--- config.mk ---
export PLATFORM = sky130hd
export DESIGN_NAME = scan_ctrl
export DESIGN_NICKNAME = d
export VERILOG_FILES = /design/src/rtl/scan_pkg.sv /design/src/rtl/scan_next_idx.sv /design/src/rtl/scan_ctrl.sv
export SDC_FILE = /design/constraint.sdc
export NUM_CORES = 1
export LEC_CHECK = 0
export BUFFER_PORTS_ARGS = -buffer_cell sky130_fd_sc_hd__buf_2
export CAP_MARGIN = 25
export CORE_MARGIN = 2
export CORE_UTILIZATION = 40
export CTS_CLUSTER_SIZE = 10
export DETAILED_ROUTE_END_ITERATION = 8
export PLACE_DENSITY_LB_ADDON = 0.1
export SYNTH_ARGS = -nofsm -noshare
export SYNTH_HDL_FRONTEND = slang
export SYNTH_SLANG_ARGS = --single-unit
--- constraint.sdc ---
create_clock -name clk -period 3.72 [get_ports clk]
set_clock_uncertainty 0.2 [all_clocks]
set_input_delay 0.372 -clock clk [delete_from_list [all_inputs] [get_ports clk]]
set_output_delay 0.372 -clock clk [all_outputs]
set_load 0.02 [all_outputs]
--- src/rtl/scan_pkg.sv ---
// +----------------------------------------------------------------------------+
// | Module   : scan_pkg                                                        |
// | Purpose  : Shared constants and helpers for the 8-digit display scanner.   |
// |            N_DIG/IDX_W size the digit path; ANODE_OFF is the all-dark      |
// |            anode pattern; SEL_RST/IDX_RST are the reset select/index.      |
// | Revision : 1.0 - initial release                                           |
// +----------------------------------------------------------------------------+
`default_nettype none

package scan_pkg;

    localparam int N_DIG = 8;
    localparam int IDX_W = 3;

    localparam logic [N_DIG-1:0] ANODE_OFF = 8'hFF;
    localparam logic [N_DIG-1:0] SEL_RST   = 8'h01;
    localparam logic [IDX_W-1:0] IDX_RST   = 3'd0;

    // One-hot select for a binary digit index.
    function automatic logic [N_DIG-1:0] idx_to_sel(input logic [IDX_W-1:0] i);
        return N_DIG'(1) << i;
    endfunction

endpackage

`default_nettype wire

--- src/rtl/scan_next_idx.sv ---
// +----------------------------------------------------------------------------+
// | Module   : scan_next_idx                                                   |
// | Purpose  : Combinational rotate-priority search. Finds the first set mask  |
// |            bit strictly after idx, wrapping 7->0; offset 8 is idx itself,  |
// |            so a lone set bit at idx returns idx.                           |
// | Ports    : idx      in  current digit index                                |
// |            mask     in  digit participation mask                           |
// |            next_idx out next participating digit (idx when none)           |
// |            found    out mask has at least one set bit                      |
// | Revision : 1.0 - initial release                                           |
// +----------------------------------------------------------------------------+
`default_nettype none

module scan_next_idx
    import scan_pkg::*;
(
    input  logic [IDX_W-1:0] idx,
    input  logic [N_DIG-1:0] mask,
    output logic [IDX_W-1:0] next_idx,
    output logic             found
);

    logic [IDX_W-1:0] w_pos;

    // Scan from the farthest offset down so the nearest hit is written last.
    always_comb begin
        next_idx = idx;
        w_pos    = idx;
        for (int k = N_DIG; k >= 1; k--) begin
            w_pos = idx + IDX_W'(k);
            if (mask[w_pos]) begin
                next_idx = w_pos;
            end
        end
    end

    assign found = |mask;

endmodule

`default_nettype wire

--- src/rtl/scan_ctrl.sv ---
// +----------------------------------------------------------------------------+
// | Module   : scan_ctrl                                                       |
// | Purpose  : Time-multiplexed 8-digit scanner. A prescaler of DIV cycles     |
// |            defines a slot; at each slot boundary the select rotates to the |
// |            next digit enabled in mask. Anodes are active-low, registered,  |
// |            and dark whenever en=0.                                         |
// | Config   : SCAN_DEADTIME_EN - when defined, anodes stay dark for the first |
// |            DEAD cycles of every slot (anti-ghosting). Undefined: no blank. |
// | Params   : DIV  cycles per slot (>=2); DEAD blank cycles (0 <= DEAD < DIV) |
// | Ports    : clk, rst_n (sync, active-low), en, mask[7:0]                   |
// |            sel[7:0] one-hot select, an[7:0] active-low anodes,             |
// |            idx[2:0] current digit, tick first-cycle-of-slot pulse          |
// | Revision : 1.0 - initial release                                           |
// +----------------------------------------------------------------------------+
`default_nettype none

module scan_ctrl
    import scan_pkg::*;
#(
    parameter int DIV  = 100000,
    parameter int DEAD = 16
) (
    input  logic             clk,
    input  logic             rst_n,
    input  logic             en,
    input  logic [N_DIG-1:0] mask,
    output logic [N_DIG-1:0] sel,
    output logic [N_DIG-1:0] an,
    output logic [IDX_W-1:0] idx,
    output logic             tick
);

    localparam int CNT_W = (DIV > 2) ? $clog2(DIV) : 1;
    localparam logic [CNT_W-1:0] c_cnt_last = CNT_W'(DIV - 1);

`ifdef SCAN_DEADTIME_EN
    localparam bit c_dead_en = 1'b1;
`else
    localparam bit c_dead_en = 1'b0;
`endif

    logic [CNT_W-1:0] r_cnt;
    logic [IDX_W-1:0] r_idx;
    logic [N_DIG-1:0] r_sel;
    logic [N_DIG-1:0] r_an;
    logic             r_tick;

    logic [IDX_W-1:0] w_search_idx;
    logic             w_found;
    logic             w_wrap;
    logic             w_adv;
    logic [CNT_W-1:0] w_cnt_next;
    logic [IDX_W-1:0] w_idx_next;
    logic [N_DIG-1:0] w_sel_next;
    logic             w_blank;
    logic [N_DIG-1:0] w_an_next;

    scan_next_idx u_next (
        .idx      (r_idx),
        .mask     (mask),
        .next_idx (w_search_idx),
        .found    (w_found)
    );

    // en gates the wrap, so a simultaneous en fall suppresses the advance.
    assign w_wrap     = en && (r_cnt == c_cnt_last);
    assign w_adv      = w_wrap && w_found;
    assign w_cnt_next = !en    ? r_cnt :
                        w_wrap ? '0    : r_cnt + 1'b1;
    assign w_idx_next = w_adv ? w_search_idx : r_idx;
    assign w_sel_next = idx_to_sel(w_idx_next);

    // Blanking is judged on the counter value that becomes current this edge,
    // so the tick cycle (cnt==0) is covered.
    assign w_blank   = c_dead_en && (int'(w_cnt_next) < DEAD);
    // Masking the select keeps a disabled digit dark even before the next
    // slot boundary moves the select away from it.
    assign w_an_next = (en && !w_blank) ? ~(w_sel_next & mask) : ANODE_OFF;

    always_ff @(posedge clk) begin
        if (!rst_n) begin
            r_cnt  <= '0;
            r_idx  <= IDX_RST;
            r_sel  <= SEL_RST;
            r_an   <= ANODE_OFF;
            r_tick <= 1'b0;
        end else begin
            r_cnt  <= w_cnt_next;
            r_idx  <= w_idx_next;
            r_sel  <= w_sel_next;
            r_an   <= w_an_next;
            r_tick <= w_adv;
        end
    end

    assign sel  = r_sel;
    assign an   = r_an;
    assign idx  = r_idx;
    assign tick = r_tick;

endmodule

`default_nettype wire
# == Word level (Yosys, flattened, before mapping) ==
# Cells that the tools add are included.
# totals
output_inout_bits,20
regBits,37
input_bits,11
elab_cells,51
# classes
bitwise,2
magnitude_cmp,7
n_mux,23
eq_ne,1
n_shift,1
add_sub_neg,8
n_reduce_logical,4
# ops
operator,n
< comparator 3 x 4 -> 1 bit (second input constant),7
2-to-1 mux 3 bit,8
binary-select mux 1 bit (select 3 bit),7
adder 17 x 1 -> 17 bit (second input constant),1
equality test 17 bit (second input constant),1
2-to-1 mux 17 bit,1
adder 3 bit (second input constant),4
AND 8 bit,1
inverter 8 bit,1
OR reduction 8 bit,1
left shift 1 x 3 -> 8 bit (first input constant),1
2-to-1 mux 1 bit,7
adder 3 x 2 -> 3 bit (second input constant),2
adder 3 x 1 -> 3 bit (second input constant),1
logical AND 1 bit,2
AND reduction 2 bit,1

# == Longest topological paths before layout ==
# depth
word_depth,14
depth_mapped,13
ltp_nobuf,9

# == By module ==
# Synthesis repeated with hierarchy kept, for this count alone.
# unflattened
hier_cells,308
hier_area_um2,2721.4
# by_module_without_submodules
module,area_each_um2,cells_each,instances,seq_area_each_um2
scan_ctrl,1816.7,207,1,740.7
scan_next_idx,904.6,101,1,0.0

# == Least setup slack after synthesis ==
# Ideal clock, no wire load.
# synth_timing
path_kind,reg-to-reg
from,"reg r_idx[0], in the netlist idx[0]"
to,"reg r_an[0], in the netlist an[0]"
period_less_slack_ps,3340
n_path_buf,4
required_time_ps,3383
path_slack_ps,380
stages_incl_launch_ff,13
arrival_ps,3003
setup_ps,137
cell_sequence,dfxtp_1 -> buf_6 -> buf_2 -> inv_1 -> ha_1 -> buf_2 -> mux4_2 -> mux2_2 -> and3_4 -> a2111oi_4 -> o21a_1 -> buf_6 -> nand4_1
# synth_via
elab_chain_cells,14
elab_cells_between_ends,32
classes_between,add/sub: 7; shift: 1; mux: 22; bitwise: 2
# synth_rtl
element,line,source
start: declaration,scan_ctrl.sv:43,logic [IDX_W-1:0] r_idx;
start signal: assignment,scan_ctrl.sv:89,r_idx <= w_idx_next;
adder 3 bit,scan_next_idx.sv:30,w_pos = idx + IDX_W'(k);
binary-select mux 1 bit (select 3 bit),scan_next_idx.sv:31,if (mask[w_pos]) begin
2-to-1 mux 1 bit (not written as such),scan_next_idx.sv:31,
2-to-1 mux 3 bit (7 in series),scan_next_idx.sv:31,
2-to-1 mux 3 bit (*),scan_ctrl.sv:70,assign w_idx_next = w_adv ? w_search_idx : r_idx;
left shift 1 x 3 -> 8 bit (*),scan_pkg.sv:21,return N_DIG'(1) << i;
AND 8 bit (*),scan_ctrl.sv:78,assign w_an_next = (en && !w_blank) ? ~(w_sel_next & mask) : ANODE_OFF;
inverter 8 bit (*),scan_ctrl.sv:78,
end signal: assignment,scan_ctrl.sv:91,r_an <= w_an_next;
end: declaration,scan_ctrl.sv:45,logic [N_DIG-1:0] r_an;
# Every way passes the cells marked *; elsewhere a longest branch is shown, timed or not. The select of a mux whose other input is x is not followed.
# A chain may end at the register's enable or synchronous reset.

# == Worst setup path in the final report ==
# layout_timing
from,"reg r_idx[1], in the netlist idx[1]"
to,"reg r_an[0], in the netlist an[0]"
# Same word-level chain as after synthesis.

==> flow_summary_export.csv <==
group,metric,value,unit
status,outcome,"complete, no violations",
timing,drv_slew,0,
timing,worst_pin_slew,0.8603,ns
logic_synthesis,netlist_instances,234,
clocking,postCtsSetupBuffers,0,
logic_synthesis,synth_top_family_by_area,"simple AND/OR/NAND/NOR gates",
floorplan,die_h,77.80,um
floorplan,fp.dieArea,0.006052,mm2
routing,wl,4.851,mm
clocking,cts.sinks,37,
grt,grt_pass1_vias,1696,
critical_path,crit_start,"idx[1]",
critical_path,timing.rr.end,"an[0]",
timing,min_period,3.148,ns
power,p_total,0.8679,mW
finish,diodes,0,
floorplan,io_pins,31,
critical_path,end_kind,"flop",
critical_path,ff2ff_setup_slack,0.57,ns
power,p_per_area,346.3,mW/mm2
grt,grt_pass1_wl,8.045,mm
finish,area_growth,15.05,%
critical_path,crit_slowest_cell,"ha_1",
routing,drt_iter0_markers,168,
power,p_sw,0.1793,mW
critical_path,r2r_cells,8,
critical_path,path_class,"reg2reg",
power,pwr-share-seq,0.462,
clocking,clk_pin_slew,0.07,ns
finish,layout_commonest_cell,"dfxtp_1",
clocking,cts_root_buffer,"clkbuf_8",
placement,portBuffers,30,
finish,final_layout_size_suffix_gt1_frac,0.2311,
run,maxCapViolCount,0,
floorplan,coreArea,0.005172,mm2
power,combPwrFrac,0.070,
critical_path,start_kind,"flop",
logic_synthesis,synth_compound_area_frac,0.1292,
floorplan,rows,26,
logic_synthesis,yosysSeqAreaShare,0.3400,
critical_path,critPathRequiredTime,3.67,ns
logic_synthesis,ys_seq_elements,37,
grt,antenna_found_initial,0,
logic_synthesis,synth-xor-area-share,0.08731,
logic_synthesis,syn-num-nets,248,
logic_synthesis,yosys_warnings,0,
clocking,cts_buffers,5,
logic_synthesis,synth_area_leader_cell,"dfxtp_1",
clocking,clock_path_buffers,2,
min_path,hold_path.class,"in2reg",
timing,finalHoldViolations,0,
grt,gr-total-overflow,0,
timing,slew_headroom,0.4257,
power,p_clk_frac,0.469,
placement,dp_cells,326,
logic_synthesis,synth_top_area_frac,0.3400,
grt,grt_max_degree,24,
finish,final_util,0.4845,
logic_synthesis,synth_area_per_cell,9.309,um2
routing,vias_per_cell,5.392,
timing,setup_viol,0,
logic_synthesis,synth-async-reset-ratio,0,
clocking,htree_levels,2,
logic_synthesis,ys_top_cells_by_area,"dfxtp_1 34%, mux4_2 7.2%, mux2i_1 5.5%, xor2_1 4.8%, nor2_1 4.7%",
critical_path,worstPathMaxFanout,12,
finish,fin_nets,277,
logic_synthesis,synth_edf_count,0,
routing,drt-pass1-iter-count,4,
placement,dp_hpwl,3.559,mm
timing,fin_crit_sh,0.8463,
timing,fmax,0.3176,GHz
floorplan,chipWidth,77.80,um
logic_synthesis,syn-cell-area,0.002178,mm2
logic_synthesis,synth_fa_ha_area_frac,0.01723,
min_path,min_to,"an[4]",
floorplan,start_util,0.4211,
critical_path,path_cells,"inv_1 > ha_1 > mux4_2 > mux2_2 > and3_4 > a2111oi_4 > o21a_1 > nand4_1",
clocking,clock_latency,0.29,ns
clocking,cts_resized,0,
power,p_int,0.6886,mW
routing,wl_per_cell,14.52,um
min_path,hold_path.startpoint,"mask[4]",
power,peakVddDrop,0.2399,mV
critical_path,r2r_start,"idx[1]",
power,switching_share,0.2066,
grt,globalRouteTotalUtil,0.1658,
routing,dr_total_vias,1801,
critical_path,slowest_delay,0.55,ns
power,p_leak,0.9523,nW
routing,drcViolationCount,0,
finish,fin_cells,334,
logic_synthesis,ys_types,55,
critical_path,cp.arrival,3.10,ns
finish,layout_common_cells,"37 x dfxtp_1, 30 x buf_2, 27 x nor2_1",
clocking,cts_tree,"built",
logic_synthesis,muxShareOfSynthArea,0.1551,
timing,tns,0,ns
placement,gp_congestion,0.8185,
routing,ant_nets,0,
clocking,hold_buffers,0,
min_path,holdPathStages,2,
logic_synthesis,synth-main-ff-cell,"dfxtp_1",
logic_synthesis,synth-simple-area-share,0.2338,
timing,rsz0062_at_grt,"false",
==> layer usage <==
metal / global-route usage / routed length, um
met1: 0.2138 / 2259
met2: 0.2828 / 2404
met3: 0.03256 / 149
met4: 0.04286 / 38
met5: 0 / 0
==> worst max path at each step <==
stage	to	cells after the start
floorplan	an[0]	12
global placement	an[4]	8
detailed placement	an[5]	8
CTS	an[0]	8
global route	an[1]	8
finish	an[0]	8
==> synthesized netlist by cell type (2+ instances only) <==
cell / instances
inv_1: 6
xor2_1: 12
and2_1: 3
nand2_1: 24
mux4_2: 7
xnor2_2: 2
nor3_1: 7
mux2i_1: 12
o211ai_1: 2
mux2_2: 2
buf_2: 5
a21oi_1: 3
nor4_1: 3
mux2_1: 2
a22oi_1: 5
nor2_1: 27
o21ai_0: 3
xnor2_1: 6
buf_6: 2
ha_1: 3
clkbuf_1: 3
nand3_1: 4
dfxtp_1: 37
nand2b_1: 2
o21a_1: 4
nor2b_1: 2
nand4_1: 12
and3_1: 7
==> power groups by stage <==
stage | clock network, mW | logic [mW] | registers (mW)
2_1_floorplan | 0 | 0.0375 | 0.410
3_3_place_gp | 0 | 0.0610 | 0.410
3_5_place_dp | 0 | 0.0604 | 0.410
4_1_cts | 0.418 | 0.0606 | 0.401
5_1_grt | 0.437 | 0.0663 | 0.401
6_report | 0.407 | 0.0604 | 0.401
==> area by class of cell <==
class / count / area (um2)
inverters: 6 / 22.52
repair buffers: 32 / 165.2
well taps: 70 / 87.58
multi-input cells: 181 / 1356
clock inverters: 3 / 65.06
flip-flops and latches: 37 / 740.7
fillers: 501 / 2666
clock buffers: 5 / 68.82
==> metrics by stage <==
stage | hold slack [ns] | area (um2) | setup slack (ns)
after floorplan | 0.2459 | 2178 | 0.3805
after global routing | 0.1235 | 2506 | 0.3996
after CTS | 0.1281 | 2506 | 0.5833
after global placement | 0.2991 | 2372 | 0.6550
after detailed placement | 0.3016 | 2372 | 0.6069
final | 0.1365 | 2506 | 0.5719
==> registers in the layout, summed over array words and instances, names as in the netlist <==
register,count
an,8
r_cnt,17
tick,1
sel,8
idx,3
==> worst max-delay path, delay by kind of cell, from the launching register on <==
family                   cells  cell delay, ns
AO/OA/AOI/OAI                2            0.75
adder cells (fa/ha/maj)      1            0.55
buffers and inverters        1            0.11
flip-flops                   1            0.33
multiplexers                 2            0.74
AND/OR/NAND/NOR              2            0.33
==> logic make-up (layout without fill, tap and decap cells) <==
kind of cell | after synthesis | after routing
DFF | 37 | 37
AOI/OAI and AO/OA | 34 | 34
muxes | 24 | 24
adders and majority gates | 3 | 3
xor gates and xnor gates | 20 | 20
and+or+nand+nor | 100 | 100
buffers and inverters | 16 | 46
No activity file was read; power rests on OpenSTA's default activity.
